[src/rtl/alu_wb_if.sv]
// alu_wb_if: ALU-result intake and register-file writeback handshake bundle
interface alu_wb_if;
  logic       in_valid;
  logic       in_ready;
  logic [5:0] in_result;
  logic [2:0] in_dest;
  logic       in_wr_en;
  logic       in_cf;
  logic       in_sf;
  logic       in_zf;
  logic       in_flag_we;
  logic       out_valid;
  logic       out_ready;
  logic [5:0] out_result;
  logic [2:0] out_dest;
  modport master (
    output in_valid, in_result, in_dest, in_wr_en, in_cf, in_sf, in_zf, in_flag_we, out_ready,
    input  in_ready, out_valid, out_result, out_dest
  );
  modport slave (
    input  in_valid, in_result, in_dest, in_wr_en, in_cf, in_sf, in_zf, in_flag_we, out_ready,
    output in_ready, out_valid, out_result, out_dest
  );
endinterface

[src/rtl/alu_wb_stage.sv]
// alu_wb_stage: queues ALU register writes toward writeback and holds the architectural flags
module alu_wb_stage #(
  parameter int DEPTH = 2,
  parameter int CW    = 3
) (
  input  logic          clk,
  input  logic          rst,
  alu_wb_if.slave       bus,
  input  logic          flag_load,
  input  logic [2:0]    flag_din,
  output logic          cf_flag,
  output logic          sf_flag,
  output logic          zf_flag,
  output logic [CW-1:0] occupancy
);
  localparam int AW = (DEPTH > 2) ? 2 : 1;
  localparam logic [AW-1:0] LAST = AW'(DEPTH - 1);
  localparam logic [CW-1:0] FULL = CW'(DEPTH);
  logic [8:0]    mem [DEPTH];
  logic [AW-1:0] rd_ptr;
  logic [AW-1:0] wr_ptr;
  logic          accept;
  logic          push;
  logic          pop;
  // Popping frees a slot in the same cycle, so a full queue still accepts when drained.
  assign bus.in_ready  = (occupancy != FULL) | bus.out_ready;
  assign bus.out_valid = occupancy != '0;
  assign accept        = bus.in_valid & bus.in_ready;
  assign push          = accept & bus.in_wr_en;
  assign pop           = bus.out_valid & bus.out_ready;
  assign {bus.out_result, bus.out_dest} = bus.out_valid ? mem[rd_ptr] : 9'd0;
  always_ff @(posedge clk) begin
    if (push) mem[wr_ptr] <= {bus.in_result, bus.in_dest};
  end
  always_ff @(posedge clk or posedge rst) begin
    if (rst) begin
      rd_ptr    <= '0;
      wr_ptr    <= '0;
      occupancy <= '0;
      {cf_flag, sf_flag, zf_flag} <= 3'b000;
    end else begin
      if (push) wr_ptr <= (wr_ptr == LAST) ? '0 : wr_ptr + 1'b1;
      if (pop) rd_ptr <= (rd_ptr == LAST) ? '0 : rd_ptr + 1'b1;
      if (push != pop) occupancy <= push ? occupancy + 1'b1 : occupancy - 1'b1;
      if (flag_load) {cf_flag, sf_flag, zf_flag} <= flag_din;
      else if (accept & bus.in_flag_we) {cf_flag, sf_flag, zf_flag} <= {bus.in_cf, bus.in_sf, bus.in_zf};
    end
  end
endmodule

[src/flat_wrapper.sv]
// flat-port wrapper written by rule: the top's interface ports become plain ports
module alu_wb_stage_flat 
#(
  parameter int DEPTH = 2,
  parameter int CW    = 3
)
  (clk, rst, flag_load, flag_din, cf_flag, sf_flag, zf_flag, occupancy, bus_in_valid, bus_in_result, bus_in_dest, bus_in_wr_en, bus_in_cf, bus_in_sf, bus_in_zf, bus_in_flag_we, bus_out_ready, bus_in_ready, bus_out_valid, bus_out_result, bus_out_dest);
  alu_wb_if bus_i ();
  input  logic clk;
  input  logic rst;
  input  logic flag_load;
  input  logic [2:0] flag_din;
  output logic cf_flag;
  output logic sf_flag;
  output logic zf_flag;
  output logic [CW-1:0] occupancy;
  input wire logic [$bits(bus_i.in_valid)-1:0] bus_in_valid;
  input wire logic [$bits(bus_i.in_result)-1:0] bus_in_result;
  input wire logic [$bits(bus_i.in_dest)-1:0] bus_in_dest;
  input wire logic [$bits(bus_i.in_wr_en)-1:0] bus_in_wr_en;
  input wire logic [$bits(bus_i.in_cf)-1:0] bus_in_cf;
  input wire logic [$bits(bus_i.in_sf)-1:0] bus_in_sf;
  input wire logic [$bits(bus_i.in_zf)-1:0] bus_in_zf;
  input wire logic [$bits(bus_i.in_flag_we)-1:0] bus_in_flag_we;
  input wire logic [$bits(bus_i.out_ready)-1:0] bus_out_ready;
  output wire logic [$bits(bus_i.in_ready)-1:0] bus_in_ready;
  output wire logic [$bits(bus_i.out_valid)-1:0] bus_out_valid;
  output wire logic [$bits(bus_i.out_result)-1:0] bus_out_result;
  output wire logic [$bits(bus_i.out_dest)-1:0] bus_out_dest;
  assign bus_i.in_valid = bus_in_valid;
  assign bus_i.in_result = bus_in_result;
  assign bus_i.in_dest = bus_in_dest;
  assign bus_i.in_wr_en = bus_in_wr_en;
  assign bus_i.in_cf = bus_in_cf;
  assign bus_i.in_sf = bus_in_sf;
  assign bus_i.in_zf = bus_in_zf;
  assign bus_i.in_flag_we = bus_in_flag_we;
  assign bus_i.out_ready = bus_out_ready;
  assign bus_in_ready = bus_i.in_ready;
  assign bus_out_valid = bus_i.out_valid;
  assign bus_out_result = bus_i.out_result;
  assign bus_out_dest = bus_i.out_dest;
  alu_wb_stage #(.DEPTH(DEPTH), .CW(CW)) u_core (.clk(clk), .rst(rst), .bus(bus_i), .flag_load(flag_load), .flag_din(flag_din), .cf_flag(cf_flag), .sf_flag(sf_flag), .zf_flag(zf_flag), .occupancy(occupancy));
endmodule
[config.mk]
export PLATFORM = sky130hd
export DESIGN_NAME = alu_wb_stage_flat
export DESIGN_NICKNAME = d
export VERILOG_FILES = /design/src/rtl/alu_wb_if.sv /design/src/rtl/alu_wb_stage.sv /design/src/flat_wrapper.sv
export SDC_FILE = /design/constraint.sdc
export NUM_CORES = 1
export LEC_CHECK = 0
export ABC_CLOCK_PERIOD_IN_PS = 2400
export CAP_MARGIN = 15
export CORE_ASPECT_RATIO = 0.8
export CORE_UTILIZATION = 25
export CTS_CLUSTER_DIAMETER = 40
export DETAILED_ROUTE_END_ITERATION = 12
export HOLD_SLACK_MARGIN = 0.1
export PLACE_DENSITY_LB_ADDON = 0.12
export SYNTH_ARGS = -nofsm -noshare
export SYNTH_HDL_FRONTEND = slang
export SYNTH_SLANG_ARGS = --single-unit
export TNS_END_PERCENT = 10
[constraint.sdc]
create_clock -name clk -period 2.4 [get_ports clk]
set_clock_uncertainty 0.15 [all_clocks]
set_input_delay 0.48 -clock clk [delete_from_list [all_inputs] [get_ports clk]]
set_output_delay 0.48 -clock clk [all_outputs]
set_load 0.01 [all_outputs]
# Word-level counts from Yosys, hierarchy flattened
# Memory sizes are Yosys's and may differ from the RTL's.
# Cells that the tools add are included.
[totals] memories=1 ff_bits=8 mem_bits_rw=18 elab_cells=32
[op_classes] addsub=4 reduce_logical=2 mux=12 eq_ne=2 bitwise_logic=5
[memory_table] memory="u_core.mem" words=2 width=9 rd=1 rd_clocked_by_memory_dff=0 wr=1 line="alu_wb_stage.sv:19" source="logic [8:0] mem [DEPTH];"
[ops] op="$mux 1" count=10
[ops] op="$mux 9" count=1
[ops] op="$and 1x1->1" count=4
[ops] op="$add 3x1->3 const B" count=1
[ops] op="$mux 3" count=1
[ops] op="$ne 3x2->1 const B" count=1
[ops] op="$reduce_bool 3->1" count=1
[ops] op="$sub 3x1->3 const B" count=1
[ops] op="$add 1x1->1 const B" count=2
[ops] op="$reduce_bool 2->1" count=1
[ops] op="$ne 1x1->1" count=1
[ops] op="$or 1x1->1" count=1

# Logic depth before layout (Yosys ltp)
[depth] depth_word=6 depth_mapped=7 mapped_depth_nobuf=7

# Worst setup path after synthesis
# Ideal clock, no wire load.
[synth_path] kind="register to register" from="register u_core.occupancy[2]" to="register u_core.occupancy[1]" synth_period_minus_slack_ns=2.223 setup_slack_ns=0.177 required_time_ns=2.118 n_path_buf=0 t_arrival_ns=1.941 setup_ns=0.132 path_stages_with_launch=8 path_cell_list="dfrtp_1 > nor4b_4 > inv_2 > nand3_2 > fa_1 > and3_1 > o21ai_0 > o211ai_1"
[synth_via] elab_chain_len=5
[synth_lines] item="start, declared" line="alu_wb_stage.sv:14" source="output logic [CW-1:0] occupancy"
[synth_lines] item="start signal, assigned" line="alu_wb_stage.sv:44" source="if (push != pop) occupancy <= push ? occupancy + 1'b1 : occupancy - 1'b1;"
[synth_lines] item="$ne 3x2->1 *" line="alu_wb_stage.sv:26" source="assign bus.in_ready = (occupancy != FULL) | bus.out_ready;"
[synth_lines] item="$or 1x1->1 *" line="alu_wb_stage.sv:26"
[synth_lines] item="net bus_in_ready" line="flat_wrapper.sv:26" source="output wire logic [$bits(bus_i.in_ready)-1:0] bus_in_ready;"
[synth_lines] item="$and 1x1->1 *" line="alu_wb_stage.sv:28" source="assign accept = bus.in_valid & bus.in_ready;"
[synth_lines] item="$and 1x1->1 *" line="alu_wb_stage.sv:29" source="assign push = accept & bus.in_wr_en;"
[synth_lines] item="$mux 3 / $ne 1x1->1 (equally long branches)" line="alu_wb_stage.sv:44"
# The timed path passes the listed nets; every way through them passes the cells marked *.
# A chain may end at the register's enable or synchronous reset.

# Worst setup path after layout
[layout_path] from="input bus_out_ready" to="output bus_in_ready"
[layout_via] elab_chain_len=1
[layout_lines] item="start, declared" line="flat_wrapper.sv:25" source="input wire logic [$bits(bus_i.out_ready)-1:0] bus_out_ready;"
[layout_lines] item="$or 1x1->1" line="alu_wb_stage.sv:26"
[layout_lines] item="end, declared" line="flat_wrapper.sv:26"
# No other way between the ends.

==> results.py <==
metrics = {
    "run_status": {
        "status": "complete, no violations",
    },
    "clock_network": {
        "insertion_delay_ns": 0.26,
        "numClockSinks": 26,
        "h-tree-depth": 1,
        "cts_tree": "yes",
        "ctsRootBufferMaster": "clkbuf_8",
        "cts_buffers": 3,
        "ctsLongestPathBuffers": 2,
        "clk_pin_slew_worst_paths_ns": 0.08,
    },
    "pwr": {
        "p_int_w": 0.001161,
        "power_frac_comb_pct": 45.9,
        "p_leak_nw": 0.6926,
        "p_switching_w": 0.0005543,
        "clockPowerShare_pct": 13.9,
        "switching_share_pct": 32.31,
        "power.density_nw_per_um2": 951.4,
        "total_power_w": 0.001715,
        "pwr-share-seq_pct": 40.2,
        "max-vdd-ir-drop_mv": 0.2688,
    },
    "logic_synthesis": {
        "synth_edf_count": 18,
        "async_flop_share_pct": 30.77,
        "ys_types": 28,
        "syn_inst": 92,
        "ys_ff_latch": 26,
        "yosys_warnings": 0,
        "synth_most_common_cell": "edfxtp_1",
        "synth_top_area_cell": "edfxtp_1",
        "synth_ff_type": "edfxtp_1",
        "synth_area_um2": 1192,
        "post_synth.cell_area_avg_um2": 12.96,
        "synth_top_area_share_pct": 45.33,
        "synth_area_leaders": "edfxtp_1, dfrtp_1, mux2i_1",
        "netlist_top_cells_count": "edfxtp_1, mux2i_1, nor2_1",
        "syn_nets": 115,
        "yosysSeqAreaShare_pct": 62.12,
    },
    "finish": {
        "fillerInstances": 439,
        "syn_to_final_growth_pct": 51.21,
        "fin_cells": 204,
        "antenna_cells": 0,
        "fin_nets": 168,
        "final_area_um2": 1803,
        "drive_above_1_share_pct": 16.67,
    },
    "placed_design": {
        "place_congestion": 0.7244,
        "dp_hpwl_mm": 1.798,
        "dpl_cell_area_um2": 1709,
        "port_buffers": 38,
        "dpl.cell_count": 197,
    },
    "global_route": {
        "grtUsageTotal_pct": 10.41,
        "grt_max_degree": 15,
        "grt_antenna_before_repair": 0,
        "grt_overflow": 0,
        "grt_pass1_vias": 905,
        "grt_pass1_wl_mm": 4.008,
    },
    "job": {
        "maxCapViolations": 0,
    },
    "detailed_routing": {
        "ant_nets": 0,
        "drc": 0,
        "drt_iter0_markers": 40,
        "wire_per_inst_um": 12.53,
        "routed_wl_mm": 2.557,
        "drtPass1Iterations": 4,
        "drt-vias-per-instance": 4.358,
        "num_vias": 889,
    },
    "floorplanning": {
        "initial_core_util_pct": 25.94,
        "fp.dieH_um": 63.77,
        "die-area_um2": 5052,
        "coreArea_um2": 4597,
        "pin_count": 39,
        "die_x_um": 79.22,
        "rows": 22,
    },
    "critical_path": {
        "arrival_ns": 1.70,
        "crit_path_end_kind": "output port",
        "cp-start-kind": "input pin",
        "cp.required_ns": 1.77,
        "crit_type": "input pin to output port",
        "cp_max_fo": 4,
    },
    "timing": {
        "slew_headroom_pct": 44.99,
        "drv_slew": 0,
        "period_minus_slack_ns": 2.333,
        "timing.fmax_mhz": 428.7,
        "finalCritPeriodShare_pct": 97.19,
        "worst_pin_slew_ns": 0.8221,
        "hold_violations": 0,
        "finalSetupViolCount": 0,
    },
    "worst_hold_path": {
        "min_path_type": "input pin to asynchronous set/reset pin",
    },
}
[critical path: stages]
cell and delay, ns:
clkdlybuf4s50_1 0.46, nor4b_4 0.27, inv_2 0.07, buf_4 0.15, dlygate4sd2_1 0.27
[registers in the layout, indices dropped and copies added (netlist names)]
| signal | count |
|---|---|
| u_core.occupancy | 3 |
| u_core.sf_flag | 1 |
| u_core.mem | 18 |
| u_core.wr_ptr | 1 |
| u_core.zf_flag | 1 |
| u_core.cf_flag | 1 |
| u_core.rd_ptr | 1 |
[cells in the final DEF, fill, tap and decap left out, types with 2 or more instances in the layout]
cell	netlist	final
clkdlybuf4s50_1	0	37
edfxtp_1	18	18
mux2i_1	11	11
nor2_1	11	11
buf_4	0	11
o21ai_0	5	5
inv_1	5	5
dfrtp_1	8	5
a21oi_1	4	4
xnor2_1	3	3
a41oi_1	3	3
nor2b_1	3	3
clkbuf_8	0	3
dfrtp_2	0	3
nand2_1	2	2
a21boi_0	2	2
and3_1	2	2
[cell families (layout without fill, tap and decap cells)]
logic type               Yosys count  count (layout)  synth area share [%]
AND/OR/NAND/NOR                   22              22                 10.39
multiplexers                      12              12                 10.18
flip-flops                        26              26                 62.12
AO/OA/AOI/OAI                     19              19                 10.39
adder cells (fa/ha/maj)            1               1                 1.679
buffers and inverters              9              61                 3.042
XOR/XNOR                           3               3                 2.204
[stage by stage]
| stage | setup TNS [ns] | setup WS (ns) | utilization [%] | hold WS (ns) |
|---|---|---|---|---|
| 5_1_grt | -0.01661 | -0.007323 | 39.22 | 0.3209 |
| 2_1_floorplan | 0 | 0.1765 | - | 0.1457 |
| 6_report | 0 | 0.06746 | 39.22 | 0.3097 |
| 3_5_place_dp | -4.098 | -0.2235 | 37.18 | 0.3317 |
| 4_1_cts | 0 | 0.01336 | 38.16 | 0.3180 |
| 3_3_place_gp | -2.665 | -0.1714 | 37.18 | 0.3354 |
[routing by layer]
| metal | vias up | track usage, % | part of all wire, % |
|---|---|---|---|
| li1 | 442 | - | - |
| met1 | 422 | 13.84 | 48 |
| met2 | 25 | 16.92 | 48 |
| met3 | 0 | 3.000 | 4.0 |
| met4 | 0 | 2.045 | 0 |
| met5 | - | 0 | 0 |
[power groups by stage]
| stage | combinational [W] | clock (W) | sequential [W] |
|---|---|---|---|
| floorplan | 0.000368 | 0 | 0.000660 |
| global placement | 0.000720 | 0 | 0.000689 |
| detailed placement | 0.000725 | 0 | 0.000690 |
| CTS | 0.000726 | 0.000249 | 0.000683 |
| global route | 0.000866 | 0.000267 | 0.000707 |
| finish | 0.000788 | 0.000238 | 0.000689 |
[worst paths after layout]
path | start | endpoint | slack (ns) | cells after the start
setup / recovery | bus_out_ready | bus_in_ready | 0.07 | 5
hold / removal | rst | u_core.cf_flag | 0.31 | 2
setup reg to reg | u_core.occupancy[0] | u_core.occupancy[1] | 0.18 | 8
hold reg to reg | u_core.wr_ptr | u_core.wr_ptr | 0.34 | 1
max in group asynchronous | rst | u_core.rd_ptr | 1.53 | 2
min in group clk | u_core.wr_ptr | u_core.wr_ptr | 0.34 | 1
[what timing repair did]
item / in CTS / in global routing
endpoints found under the setup margin: 10 / 10
cloned: 0 / 1
hold buffers: 0 / 0
buffers inserted: 0 / 2
gates resized for setup: 2 / 7
endpoints found under the hold margin: 0 / 0
pin swaps: 1 / 1
[cell type report]
| cell class | count | area (um2) | share of cell area, % |
|---|---|---|---|
| clock buffer | 3 | 41.29 | 2.290 |
| clock inverter | 1 | 3.754 | 0.2082 |
| inverter | 6 | 22.52 | 1.249 |
| multi-input combinational | 57 | 426.7 | 23.66 |
| sequential | 26 | 744.5 | 41.29 |
| tap | 60 | 75.07 | 4.164 |
| timing repair buffer | 51 | 489.2 | 27.13 |
Power figures use the tool's default switching activity.
